### config.mk
export PLATFORM = sky130hd
export DESIGN_NAME = wfifo_burst_drain
export DESIGN_NICKNAME = d
export VERILOG_FILES = /design/src/rtl/wfifo_drain_pkg.sv /design/src/rtl/wburst_addr_gen.sv /design/src/rtl/wfifo_burst_drain.sv
export SDC_FILE = /design/constraint.sdc
export NUM_CORES = 1
export LEC_CHECK = 0
export ABC_AREA = 1
export BUFFER_PORTS_ARGS = -buffer_cell sky130_fd_sc_hd__buf_2
export CAP_MARGIN = 15
export CORE_MARGIN = 10
export CORE_UTILIZATION = 54
export CTS_CLUSTER_SIZE = 40
export DETAILED_ROUTE_END_ITERATION = 8
export PLACE_DENSITY = 0.87
export SYNTH_ARGS = -nofsm -noshare
export SYNTH_HDL_FRONTEND = slang
export SYNTH_SLANG_ARGS = --single-unit
### constraint.sdc
create_clock -name clk -period 3.2 [get_ports clk]
set_input_delay 0.16 -clock clk [delete_from_list [all_inputs] [get_ports clk]]
set_output_delay 0.16 -clock clk [all_outputs]
set_load 0.1 [all_outputs]
### src/rtl/wfifo_drain_pkg.sv
// Shared types and constants for the write-FIFO burst drain.
// Holds FSM encodings, the OKAY response code and a saturating increment.
package wfifo_drain_pkg;

  typedef enum logic [1:0] {
    S_IDLE = 2'd0,
    S_ADDR = 2'd1,
    S_DATA = 2'd2,
    S_RESP = 2'd3
  } state_t;

  localparam logic [1:0] BRESP_OKAY = 2'b00;

  function automatic logic [31:0] sat_inc(input logic [31:0] v);
    return (v == 32'hFFFF_FFFF) ? v : v + 32'd1;
  endfunction

endpackage

### src/rtl/wburst_addr_gen.sv
// Burst address and remaining-burst tracker for the drain FSM.
// load captures the frame config; step retires one burst.
module wburst_addr_gen #(
  parameter int ADDR_W = 32,
  parameter int FRAME_W = 16,
  parameter logic [ADDR_W-1:0] STEP = '0
) (
  input  logic              clk,
  input  logic              rst_n,
  input  logic              load,
  input  logic [ADDR_W-1:0] base,
  input  logic [FRAME_W-1:0] bursts,
  input  logic              step,
  output logic [ADDR_W-1:0] addr,
  output logic              last
);

  logic [FRAME_W-1:0] left;

  assign last = (left == FRAME_W'(1));

  always_ff @(posedge clk or negedge rst_n) begin
    if (!rst_n) begin
      addr <= '0;
      left <= '0;
    end else if (load) begin
      addr <= base;
      left <= bursts;
    end else if (step) begin
      left <= left - FRAME_W'(1);
      // address wraps modulo 2^ADDR_W
      if (!last) addr <= addr + STEP;
    end
  end

endmodule

### src/rtl/wfifo_burst_drain.sv
// Drains a show-ahead FIFO into fixed-length write bursts, one outstanding.
// Optional WBURST_STAT_EN adds saturating burst/stall counters.
module wfifo_burst_drain
  import wfifo_drain_pkg::*;
#(
  parameter int DATA_W = 32,
  parameter int ADDR_W = 32,
  parameter int BURST_LEN = 16,
  parameter int FRAME_W = 16
) (
  input  logic              clk,
  input  logic              rst_n,
  input  logic              start,
  input  logic [ADDR_W-1:0] cfg_base_addr,
  input  logic [FRAME_W-1:0] cfg_frame_bursts,
  input  logic [DATA_W-1:0] fifo_rd_data,
  input  logic              fifo_rd_vld,
  output logic              fifo_rd_en,
  output logic [ADDR_W-1:0] m_awaddr,
  output logic [7:0]        m_awlen,
  output logic              m_awvalid,
  input  logic              m_awready,
  output logic [DATA_W-1:0] m_wdata,
  output logic              m_wlast,
  output logic              m_wvalid,
  input  logic              m_wready,
  input  logic              m_bvalid,
  output logic              m_bready,
  input  logic [1:0]        m_bresp,
  output logic              busy,
  output logic              frame_done,
  output logic              err
`ifdef WBURST_STAT_EN
  ,
  output logic [31:0]       stat_bursts,
  output logic [31:0]       stat_stalls
`endif
);

  localparam logic [ADDR_W-1:0] STEP =
    ADDR_W'(BURST_LEN * DATA_W / 8);
  localparam logic [7:0] LAST_BEAT = 8'(BURST_LEN - 1);

  state_t state, nxt;
  logic [7:0] beat_cnt;
  logic load, step, last;
  logic accept, zero_frame, b_hs, beat;

  assign m_awlen = LAST_BEAT;
  assign busy = (state != S_IDLE);
  assign accept = (state == S_IDLE) && start;
  assign zero_frame = (cfg_frame_bursts == '0);
  assign b_hs = (state == S_RESP) && m_bvalid;
  assign beat = m_wvalid && m_wready;

  wburst_addr_gen #(
    .ADDR_W(ADDR_W),
    .FRAME_W(FRAME_W),
    .STEP(STEP)
  ) u_addr (
    .clk(clk),
    .rst_n(rst_n),
    .load(load),
    .base(cfg_base_addr),
    .bursts(cfg_frame_bursts),
    .step(step),
    .addr(m_awaddr),
    .last(last)
  );

  always_ff @(posedge clk or negedge rst_n) begin
    if (!rst_n) state <= S_IDLE;
    else state <= nxt;
  end

  always_comb begin
    nxt = state;
    m_awvalid = 1'b0;
    m_wvalid = 1'b0;
    m_wdata = '0;
    m_wlast = 1'b0;
    fifo_rd_en = 1'b0;
    m_bready = 1'b0;
    load = 1'b0;
    step = 1'b0;
    unique case (state)
      S_IDLE: begin
        if (start) begin
          load = 1'b1;
          if (!zero_frame) nxt = S_ADDR;
        end
      end
      S_ADDR: begin
        m_awvalid = 1'b1;
        if (m_awready) nxt = S_DATA;
      end
      S_DATA: begin
        m_wvalid = fifo_rd_vld;
        m_wdata = fifo_rd_data;
        m_wlast = (beat_cnt == LAST_BEAT);
        fifo_rd_en = m_wready && fifo_rd_vld;
        if (fifo_rd_en && m_wlast) nxt = S_RESP;
      end
      S_RESP: begin
        m_bready = 1'b1;
        if (m_bvalid) begin
          step = 1'b1;
          nxt = last ? S_IDLE : S_ADDR;
        end
      end
      default: nxt = S_IDLE;
    endcase
  end

  always_ff @(posedge clk or negedge rst_n) begin
    if (!rst_n) begin
      beat_cnt <= '0;
      err <= 1'b0;
      frame_done <= 1'b0;
    end else begin
      frame_done <= (accept && zero_frame) || (b_hs && last);
      if (state == S_ADDR) beat_cnt <= '0;
      else if (beat) beat_cnt <= beat_cnt + 8'd1;
      if (accept) err <= 1'b0;
      else if (b_hs && m_bresp != BRESP_OKAY) err <= 1'b1;
    end
  end

`ifdef WBURST_STAT_EN
  always_ff @(posedge clk or negedge rst_n) begin
    if (!rst_n) begin
      stat_bursts <= '0;
      stat_stalls <= '0;
    end else if (accept) begin
      stat_bursts <= '0;
      stat_stalls <= '0;
    end else begin
      if (b_hs) stat_bursts <= sat_inc(stat_bursts);
      if (state == S_DATA && !(fifo_rd_vld && m_wready))
        stat_stalls <= sat_inc(stat_stalls);
    end
  end
`endif

endmodule
==> reports/metrics.yaml, run 1 <==
timing:
  worst_pin_slew_ns: 0.747
  finalCritPeriodShare_pct: 77.3
  setup-tns-final_ns: 0
  setup_viol: 0
  relSlewSlack_pct: 50.2
  clock_skew_ns: 0.00857
  timing.final.max_slew_violations: 0
  hold_viol: 0
  rsz0062_at_grt: "no"
  post-route-min-period_ns: 2.47
  fmax_ghz: 0.405
final_layout:
  multi_input_area_um2: 2490
  antennaDiodeCount: 0
  drive_gt1_share_pct: 25.0
  nFillCells: 688
  syn_to_final_growth_pct: 25.2
  stdcell_count: 973
  nets: 961
  seq_area_um2: 1500
global_routing:
  grt_pass1_wl_mm: 22.7
  antenna_found_initial: 1
  grt_max_degree: 39
  grt_remaining_overflow: 0
  grt_pass1_vias: 4885
  grt_usage_pct: 21.6
detailed_routing:
  via_count: 4910
  drc: 0
  via_per_inst: 5.05
  post_drt_wl_per_cell_um: 14.1
  drtIter0Drc: 264
  detail-route-antenna-nets: 0
  routed_wl_mm: 13.7
  firstDrtPassIters: 5
place:
  gp_congestion: 0.907
  place_hpwl_mm: 10.7
  portBuffers: 160
  placed_cells: 953
power:
  clockPowerShare_pct: 13.8
  p_seq_share_pct: 21.5
  power.switching_mw: 4.33
  p_int_mw: 2.52
  switching_share_pct: 63.2
  p_per_area_nw_per_um2: 1220
  ir_drop_uv: 958
  power_frac_comb_pct: 64.7
  p_leak_nw: 3.25
floorplan:
  start_util_pct: 55.0
  num_io_pins: 169
  num_rows: 33
  die_area_um2: 12300
  core_region_area_um2: 8130
  die_width_um: 111
  die_height_um: 111
setup_path:
  crit_fanout: 22
  cp-startpoint: "state[0]"
  crit_slowest_cell: "ha_1"
  worstReg2RegStart: "state[0]"
  end_kind: "output port"
  startpoint_type: "register"
  critPathArrivalTime_ns: 2.31
  path_cells: "inv_1 -> ha_1 -> buf_4 -> inv_1 -> nor2_1 -> buf_2"
  critPathRequiredTime_ns: 3.04
  max_stage_delay_ns: 0.50
  criticalPathCategory: "register to output port"
  crit_top_cell: "inv_1"
clock_tree:
  h-tree-depth: 3
  cts_buffers: 9
  cts_setup_buffers: 0
  clk_latency_ns: 0.34
  cts_tree: "yes"
  clock-root-buffer: "clkbuf_8"
  cts_max_path_buffers: 2
  cts_sinks: 60
  clkTransAtPathRegs_ns: 0.08
  cts_resized: 0
synth:
  netlist_instances: 702
  synth_seq_area_share_pct: 33.5
  yosysUniqueCellTypes: 35
  synth-async-reset-ratio_pct: 100
  ys_ff_latch: 60
  yosysWarnings: 0
  synth-edff-count: 0
  ys.flop_type: "dfrtp_1"
  syn_area_um2: 4480
  avgSynthCellArea_um2: 6.38
min_path:
  worstHoldPathType: "primary input to register"
  hold_path.startpoint: "cfg_base_addr[2]"
outcome:
  outcome: "finished clean"
run:
  drv_cap: 0
==> final timing paths <==
check                                  endpoint  slack (ns)  cells past startpoint
worst max register to register   u_addr.addr[9]        0.87                      9
min in group asynchronous        u_addr.left[5]        0.33                      2
worst min-delay path             u_addr.addr[2]        0.02                      3
max in group asynchronous       u_addr.left[14]        1.98                      3
worst max-delay path                    m_wlast        0.73                      6
worst min register to register   u_addr.addr[5]        0.48                      2
==> Yosys cell counts, types with 9 or more instances <==
cell / count / share of area (%)
nor2_2: 11 / 1.5
nor2_1: 81 / 6.8
nand2_2: 9 / 1.3
inv_1: 88 / 7.4
xor2_1: 11 / 2.2
nand2_1: 274 / 23
nand3_1: 60 / 6.7
ha_1: 9 / 2.5
o211ai_1: 9 / 1.5
dfrtp_1: 60 / 34
a21oi_1: 9 / 1.0
o21ai_0: 15 / 1.7
buf_4: 10 / 1.7
==> cell usage in the layout (no fill, tap or decap), types with 3 or more instances in the layout <==
cell           count
nand4_1            6
dlygate4sd3_1      4
a21oi_1            9
nand3_1           60
nand2_1          274
o211ai_1           9
buf_2            160
nor2_2            11
clkbuf_8          10
xor2_1            11
o21ai_0           15
buf_4              4
nor3_1             3
conb_1             8
nand3_2            3
dfrtp_1           60
bufinv_16          4
ha_1               9
nand2_2            9
nor2_1            81
inv_1             88
nor2_4             7
==> state kept, by name (all words and copies together), names as in the netlist <==
register,cells
frame_done,1
state,2
u_addr.addr,32
beat_cnt,8
u_addr.left,16
err,1
==> power by group through the flow <==
stage / registers [mW] / clock network [mW] / logic, mW
CTS: 1.46 / 0.955 / 4.44
global placement: 1.46 / 0 / 4.38
detailed placement: 1.47 / 0 / 4.43
global route: 1.52 / 0.986 / 4.75
floorplan: 2.69 / 0 / 2.46
finish: 1.47 / 0.944 / 4.43
==> area by class of cell <==
class / count / area share (%)
clock buffers: 10 / 2.46
clock inverters: 6 / 2.41
inverters: 91 / 6.10
multi-input cells: 533 / 44.4
flip-flops and latches: 60 / 26.8
well taps: 105 / 2.34
repair buffers: 168 / 15.5
==> routing by layer <==
layer / wire (µm) / GRT usage, % / vias to the layer above
li1: - / - / 2461
met1: 5370 / 24.3 / 2196
met2: 6580 / 36.7 / 228
met3: 1500 / 8.87 / 23
met4: 228 / 6.17 / 2
met5: 7 / 0 / -
==> worst max-delay path, delay by kind of cell, from the launching register on <==
kind	cells	cell delay (ns)
buf+inv	4	0.96
flops	1	0.42
fa+ha+maj	1	0.50
simple gates	1	0.09
==> cells by family after synthesis <==
kind of cell             synth area share [%]
other                                   0.168
buffers and inverters                    11.4
flip-flops                               33.5
XOR/XNOR                                 2.54
AO/OA/AOI/OAI                            5.12
AND/OR/NAND/NOR                          44.7
adder cells (fa/ha/maj)                  2.52
==> metrics by stage <==
step                      setup WS [ns]  utilization, %  power, mW  hold slack (ns)  area (µm²)
after floorplan                   0.643               -       5.15           -0.136        4500
after global placement            0.978            65.1       5.84            0.161        5290
after detailed placement          0.900            65.1       5.89            0.164        5290
after CTS                         0.702            68.9       6.86          0.00185        5600
after global routing              0.496            68.9       7.26           0.0137        5600
final                             0.728            68.9       6.85           0.0237        5600
==> timing repair <==
item / CTS / global route
hold endpoints to repair: 25 / 0
hold buffers: 4 / 0
endpoints found under the setup margin: 0 / 0
(Power assumes the default switching activity.)
==> inputs of run 2 (changes only) <==
Settings changed: ABC_AREA 1 to 0, CORE_UTILIZATION 54 to 48, PLACE_DENSITY 0.87 to 0.82.
Clock period 3.2 ns to 2.38 ns, I/O delays scaled along.
==> run 2 against run 1 <==
- global-route usage down 1.6 points
- wire length decreased by 12%
- clock power down 12%
- core utilization decreased by 1.9 points
- critical path type unchanged
==> reports/metrics.yaml, run 2 <==
synth:
  yosysWarnings: 0  # unchanged
  synth_top_area_share_pct: 40.3  # +6.8 points
  synth_seq_area_share_pct: 40.3  # +6.8 points
  yosysMostFrequentCell: "nand2_1"
  synthTopCellsByCount: "67 x nand2_1, 60 x dfrtp_1, 40 x o21ai_0"
  synth-async-reset-ratio_pct: 100  # unchanged
  synth-edff-count: 0  # unchanged
  netlist_instances: 419  # -40%
  yosysTopAreaCell: "dfrtp_1"
  yosysUniqueCellTypes: 57  # +63%
  avgSynthCellArea_um2: 8.89  # +39%
  ys.flop_type: "dfrtp_1"
  syn_area_um2: 3720  # -17%
  synth_area_leaders: "dfrtp_1 40%, nand2_1 6.8%, and2_1 5.5%, xor2_1 5.4%, o21ai_0 5.4%"
  ys_ff_latch: 60  # unchanged
final_layout:
  stdcell_count: 709  # -27%
  fin_util_pct: 67.0  # -1.9 points
  final_cell_mix: "158 x buf_2, 67 x nand2_1, 40 x o21ai_0, 40 x dfrtp_1, 33 x and2_1"
  antennaDiodeCount: 0  # unchanged
  final_common_cell: "buf_2"
  largest_reg_flops: 32  # unchanged
  syn_to_final_growth_pct: 37.5
  stdcell_area_um2: 5120  # -8.6%
  top_regs: "u_addr.addr (32), u_addr.left (16), beat_cnt (8)"
  top_register: "u_addr.addr"
  nets: 700  # -27%
  drive_gt1_share_pct: 37.1  # +12 points
floorplan:
  core_region_area_um2: 7650  # -6.0%
  die_width_um: 108  # -2.7%
  die_area_um2: 11700  # -5.2%
  start_util_pct: 48.7  # -6.3 points
  num_io_pins: 169  # unchanged
  num_rows: 32  # -3.0%
  die_height_um: 108  # -2.7%
timing:
  relSlewSlack_pct: 52.8  # +2.7 points
  worst_pin_slew_ns: 0.708  # -0.0390 ns
  timing.final.max_slew_violations: 0  # unchanged
  hold_viol: 0  # unchanged
  setup_viol: 0  # unchanged
  setup-tns-final_ns: 0  # unchanged
  whs_ns: 0.00956  # -0.0141 ns
  post-route-min-period_ns: 2.15
  setup_slack_ns: 0.233  # -0.494 ns
  finalCritPeriodShare_pct: 90.2
  rsz0062_at_grt: "no"
  fmax_ghz: 0.466
  clock_skew_ns: 0.00639  # -0.00218 ns
detailed_routing:
  post_drt_wl_per_cell_um: 16.9  # +20%
  wl_met2_mm: 5.86  # -11%
  detail-route-antenna-nets: 0  # unchanged
  firstDrtPassIters: 6  # +1
  wl_met3_mm: 1.26  # -16%
  routed_wl_mm: 12.0  # -12%
  drtIter0Drc: 202  # -23%
  wl_met1_mm: 4.57  # -15%
  drc: 0  # unchanged
  via_count: 3776  # -23%
  top_layer_used: "met4"
  via_per_inst: 5.33  # +5.5%
clock_tree:
  cts_tree: "yes"
  cts_max_path_buffers: 2  # unchanged
  cts_setup_buffers: 0  # unchanged
  cts_sinks: 60  # unchanged
  cts_buffers: 9  # unchanged
  h-tree-depth: 3  # unchanged
  ctsHoldBuffers: 25  # +21
  clkTransAtPathRegs_ns: 0.07  # about the same
  clock-root-buffer: "clkbuf_8"
  clk_latency_ns: 0.34  # about the same
  cts_resized: 0  # unchanged
global_routing:
  grt_usage_pct: 20.0  # -1.6 points
  antenna_found_initial: 0  # -1
  grt_pass1_wl_mm: 19.0  # -16%
  grt_max_degree: 49  # +26%
  grt_pass1_vias: 3844  # -21%
  grt_remaining_overflow: 0  # unchanged
min_path:
  worstHoldPathType: "primary input to register"
setup_path:
  crit_slowest_cell: "buf_2"
  critPathRequiredTime_ns: 2.26  # -0.78 ns
  crit_buf_inv: 3  # -1
  critPathArrivalTime_ns: 2.03  # -0.28 ns
  crit_family: "buffers and inverters"
  path_cells: "inv_1 -> ha_1 -> buf_4 -> and2_1 -> buf_2"
  crit_fanout: 35  # +59%
  max_stage_delay_ns: 0.44  # -0.06 ns
  startpoint_type: "register"
  criticalPathCategory: "register to output port"
  end_kind: "output port"
power:
  p_total_mw: 7.90  # +15%
  p_leak_nw: 2.40  # -26%
  p_per_area_nw_per_um2: 1540  # +26%
  ir_drop_uv: 1170  # +22%
place:
  place_hpwl_mm: 9.26  # -14%
  place_area_um2: 4700  # -11%
  placed_cells: 668  # -30%
  gp_congestion: 0.862  # -5.0%
  portBuffers: 160  # unchanged
  post-place-ws_ns: 0.282  # -0.618 ns
run:
  drv_cap: 0  # unchanged
outcome:
  outcome: "finished clean"
-- run 2: cell count changes after synthesis, sizes merged, moves of 12 or more --
cell and delta:
o21ai +29, xor2 +12, nand3 -54, nor2 -78
inv -80, and2 +34, nand2 -217
-- run 2: kinds of logic after synthesis --
family | synth area share (%)
AND/OR/NAND/NOR | 28.4
AO/OA/AOI/OAI | 14.4
flip-flops | 40.3
buffers and inverters | 4.84
XOR/XNOR | 8.23
adder cells (fa/ha/maj) | 3.02
other | 0.202
multiplexers | 0.537
-- run 2: path summary, 6_finish.rpt --
path | start | end | slack, ns | cells after the start
setup / recovery | state[0] | m_wdata[21] | 0.23 | 5
hold / removal | cfg_base_addr[9] | u_addr.addr[9] | 0.01 | 3
setup reg to reg | state[1] | u_addr.addr[30] | 0.25 | 6
hold reg to reg | u_addr.addr[1] | u_addr.addr[1] | 0.47 | 2
max in group asynchronous | rst_n | u_addr.addr[8] | 1.38 | 3
min in group asynchronous | rst_n | u_addr.addr[24] | 0.36 | 2
-- run 2: layout make-up --
cell class              instances  area (µm²)
well taps                     102         128
multi-input cells             328        2090
clock inverters                 2        10.0
flip-flops and latches         60        1530
repair buffers                193        1170
clock buffers                  14         163
inverters                      10        37.5
fillers                       629        2530
-- run 2: power breakdown --
| part | internal [mW] | switching, mW | total (mW) | leakage, nW |
|---|---|---|---|---|
| Clock | 0.433 | 0.397 | 0.830 | 0.0905 |
| Combinational | 0.971 | 4.18 | 5.15 | 1.59 |
| Sequential | 1.47 | 0.450 | 1.92 | 0.722 |
-- run 2: metal layers --
| layer | vias to the layer above | track usage, % |
|---|---|---|
| met5 | - | 0 |
| met4 | 0 | 7.54 |
| met3 | 21 | 7.44 |
| met2 | 176 | 35.1 |
| met1 | 1757 | 21.4 |
| li1 | 1822 | - |
-- run 2: tightest hold or removal path: stages --
cell and delay, ns:
buf_2 0.07, nand2_1 0.04, o21ai_0 0.07
==> inputs of run 3 (changes only) <==
Settings changed: CORE_UTILIZATION 48 to 51, PLACE_DENSITY 0.82 to 0.86, SLEW_MARGIN from default to 20.
Clock period 2.38 ns to 2.6 ns, I/O delays scaled along.
==> run 3 against run 2 <==
- die area shrank 4.8%
- worst setup slack improved by 0.11 ns
- highest routed layer unchanged
- worst hold slack worse by 0.0088 ns
- sequential power decreased by 9.9%
- cell area down 4.1%
- via count is 2.3% lower
- wire length down 1.7%
- clock-buffer cell count fell by 3
- sequential cell count is the same
- cell count decreased by 2.8%
- largest power group unchanged
==> reports/metrics.yaml, run 3 (synthesized netlist as in run 2, its figures left out) <==
clock_tree:
  h-tree-depth: 3  # unchanged
  cts_setup_buffers: 0  # unchanged
  cts_max_path_buffers: 2  # unchanged
  cts_tree: "yes"
  clock-root-buffer: "clkbuf_8"
  cts_buffers: 9  # unchanged
  cts_resized: 0  # unchanged
  clk_latency_ns: 0.33  # about the same
  ctsHoldBuffers: 10  # -60%
  clkTransAtPathRegs_ns: 0.07  # about the same
  cts_sinks: 60  # unchanged
timing:
  timing.final.max_slew_violations: 0  # unchanged
  hold_viol: 0  # unchanged
  setup-tns-final_ns: 0  # unchanged
  relSlewSlack_pct: 54.1  # +1.3 points
  worst_pin_slew_ns: 0.682  # -0.0255 ns
  fmax_ghz: 0.444
  whs_ns: 0.000767  # -0.00879 ns
  post-route-min-period_ns: 2.25
  clock_skew_ns: 0.00941  # +0.00302 ns
  setup_viol: 0  # unchanged
  finalCritPeriodShare_pct: 86.6
  rsz0062_at_grt: "no"
floorplan:
  die_height_um: 105  # -2.4%
  core_region_area_um2: 7180  # -6.2%
  num_rows: 31  # -3.1%
  num_io_pins: 169  # unchanged
  start_util_pct: 51.9  # +3.2 points
  die_area_um2: 11100  # -4.8%
  die_width_um: 105  # -2.4%
final_layout:
  top_regs: "u_addr.addr (32), u_addr.left (16), beat_cnt (8)"
  multi_input_area_um2: 2090  # unchanged
  stdcell_count: 689  # -2.8%
  seq_area_um2: 1500  # -1.6%
  nFillCells: 569  # -9.5%
  nets: 683  # -2.4%
  largest_reg_flops: 32  # unchanged
  drive_gt1_share_pct: 34.9  # -2.2 points
  final_cell_mix: "160 x buf_2, 67 x nand2_1, 60 x dfrtp_1"
  fin_util_pct: 68.5  # +1.5 points
  syn_to_final_growth_pct: 31.9
  top_register: "u_addr.addr"
  final_common_cell: "buf_2"
  antennaDiodeCount: 0  # unchanged
detailed_routing:
  wl_met3_mm: 1.08  # -15%
  drc: 0  # unchanged
  wl_met2_mm: 5.66  # -3.5%
  detail-route-antenna-nets: 0  # unchanged
  routed_wl_mm: 11.8  # -1.7%
  via_per_inst: 5.35  # +0.53%
  firstDrtPassIters: 4  # -2
  via_count: 3689  # -2.3%
  wl_met1_mm: 4.80  # +5.1%
  drtIter0Drc: 279  # +38%
  top_layer_used: "met4"
  post_drt_wl_per_cell_um: 17.1  # +1.2%
global_routing:
  grt_max_degree: 51  # +4.1%
  grt_pass1_wl_mm: 18.7  # -1.5%
  antenna_found_initial: 0  # unchanged
  grt_remaining_overflow: 0  # unchanged
  grt_usage_pct: 20.4  # +0.38 points
  grt_pass1_vias: 3840  # -0.10%
power:
  power.switching_mw: 4.62  # -8.1%
  ir_drop_uv: 854  # -27%
  p_seq_share_pct: 23.8  # -0.5 points
  switching_share_pct: 63.5  # -0.16 points
  power_frac_comb_pct: 64.4  # -0.8 points
  p_int_mw: 2.66  # -7.4%
  p_per_area_nw_per_um2: 1480  # -3.9%
  p_total_mw: 7.28  # -7.8%
  clockPowerShare_pct: 11.8  # +1.3 points
  p_leak_nw: 2.36  # -1.7%
outcome:
  outcome: "finished clean"
setup_path:
  end_kind: "output port"
  critPathArrivalTime_ns: 2.12  # +0.09 ns
  startpoint_type: "register"
  critPathRequiredTime_ns: 2.47  # +0.21 ns
  crit_fanout: 3  # -91%
  criticalPathCategory: "register to output port"
place:
  place_hpwl_mm: 9.20  # -0.63%
  gp_congestion: 0.865  # +0.35%
  placed_cells: 663  # -0.75%
  portBuffers: 160  # unchanged
run:
  drv_cap: 0  # unchanged
min_path:
  worstHoldPathType: "primary input to register"
## run 3: cell types whose count changed in the layout (fill, tap and decap cells not counted)
cell           previous run  this run
clkinv_2                  2         4
bufinv_16                 0         1
clkbuf_1                  3         0
dfrtp_1                  40        60
dlygate4sd3_1            25        10
buf_12                    4         1
buf_2                   158       160
buf_4                     6         5
dfrtp_2                  20         0
## run 3: path summary, 6_finish.rpt
kind                                   startpoint              end  slack, ns  depth (start not counted)
worst min register to register     u_addr.addr[4]   u_addr.addr[4]       0.48                          2
worst min-delay path            cfg_base_addr[14]  u_addr.addr[14]     0.0008                          3
worst max register to register           state[1]  u_addr.addr[31]       0.50                          6
min in group asynchronous                   rst_n  u_addr.addr[23]       0.20                          2
worst max-delay path                  beat_cnt[0]          m_wlast       0.35                          4
max in group asynchronous                   rst_n  u_addr.addr[12]       1.83                          3
## run 3: per-stage QoR
| step | setup WS, ns | instance area, µm² |
|---|---|---|
| after floorplan | 0.105 | 3770 |
| after global placement | 0.601 | 4610 |
| after detailed placement | 0.524 | 4610 |
| after CTS | 0.325 | 4910 |
| after global routing | 0.264 | 4910 |
| final | 0.347 | 4910 |
## run 3: per-layer routing
metal  vias to the layer above  global-route usage, %
met3                        20                   6.70
met4                         0                   8.14
met1                      1708                   23.1
li1                       1784                      -
met5                         -                      0
met2                       177                   34.8
## run 3: cell type report
class                   instances  share of cell area [%]
inverters                      10                   0.764
clock buffers                  11                    3.08
clock inverters                 5                    1.02
multi-input cells             328                    42.6
repair buffers                176                    19.5
flip-flops and latches         60                    30.6
well taps                      99                    2.52
## run 3: worst max-delay path: stages (launching register included)
cell and delay [ns]:
dfrtp_1 0.39, ha_1 0.18, or4b_1 0.52, nor4b_4 0.24
buf_2 0.46
## run 3: power by group through the flow
stage / logic, mW / registers, mW / clock network (mW)
after global routing: 4.93 / 1.79 / 0.922
after detailed placement: 4.69 / 1.73 / 0
final: 4.69 / 1.73 / 0.861
after CTS: 4.71 / 1.72 / 0.871
after floorplan: 2.20 / 3.36 / 0
after global placement: 4.62 / 1.70 / 0
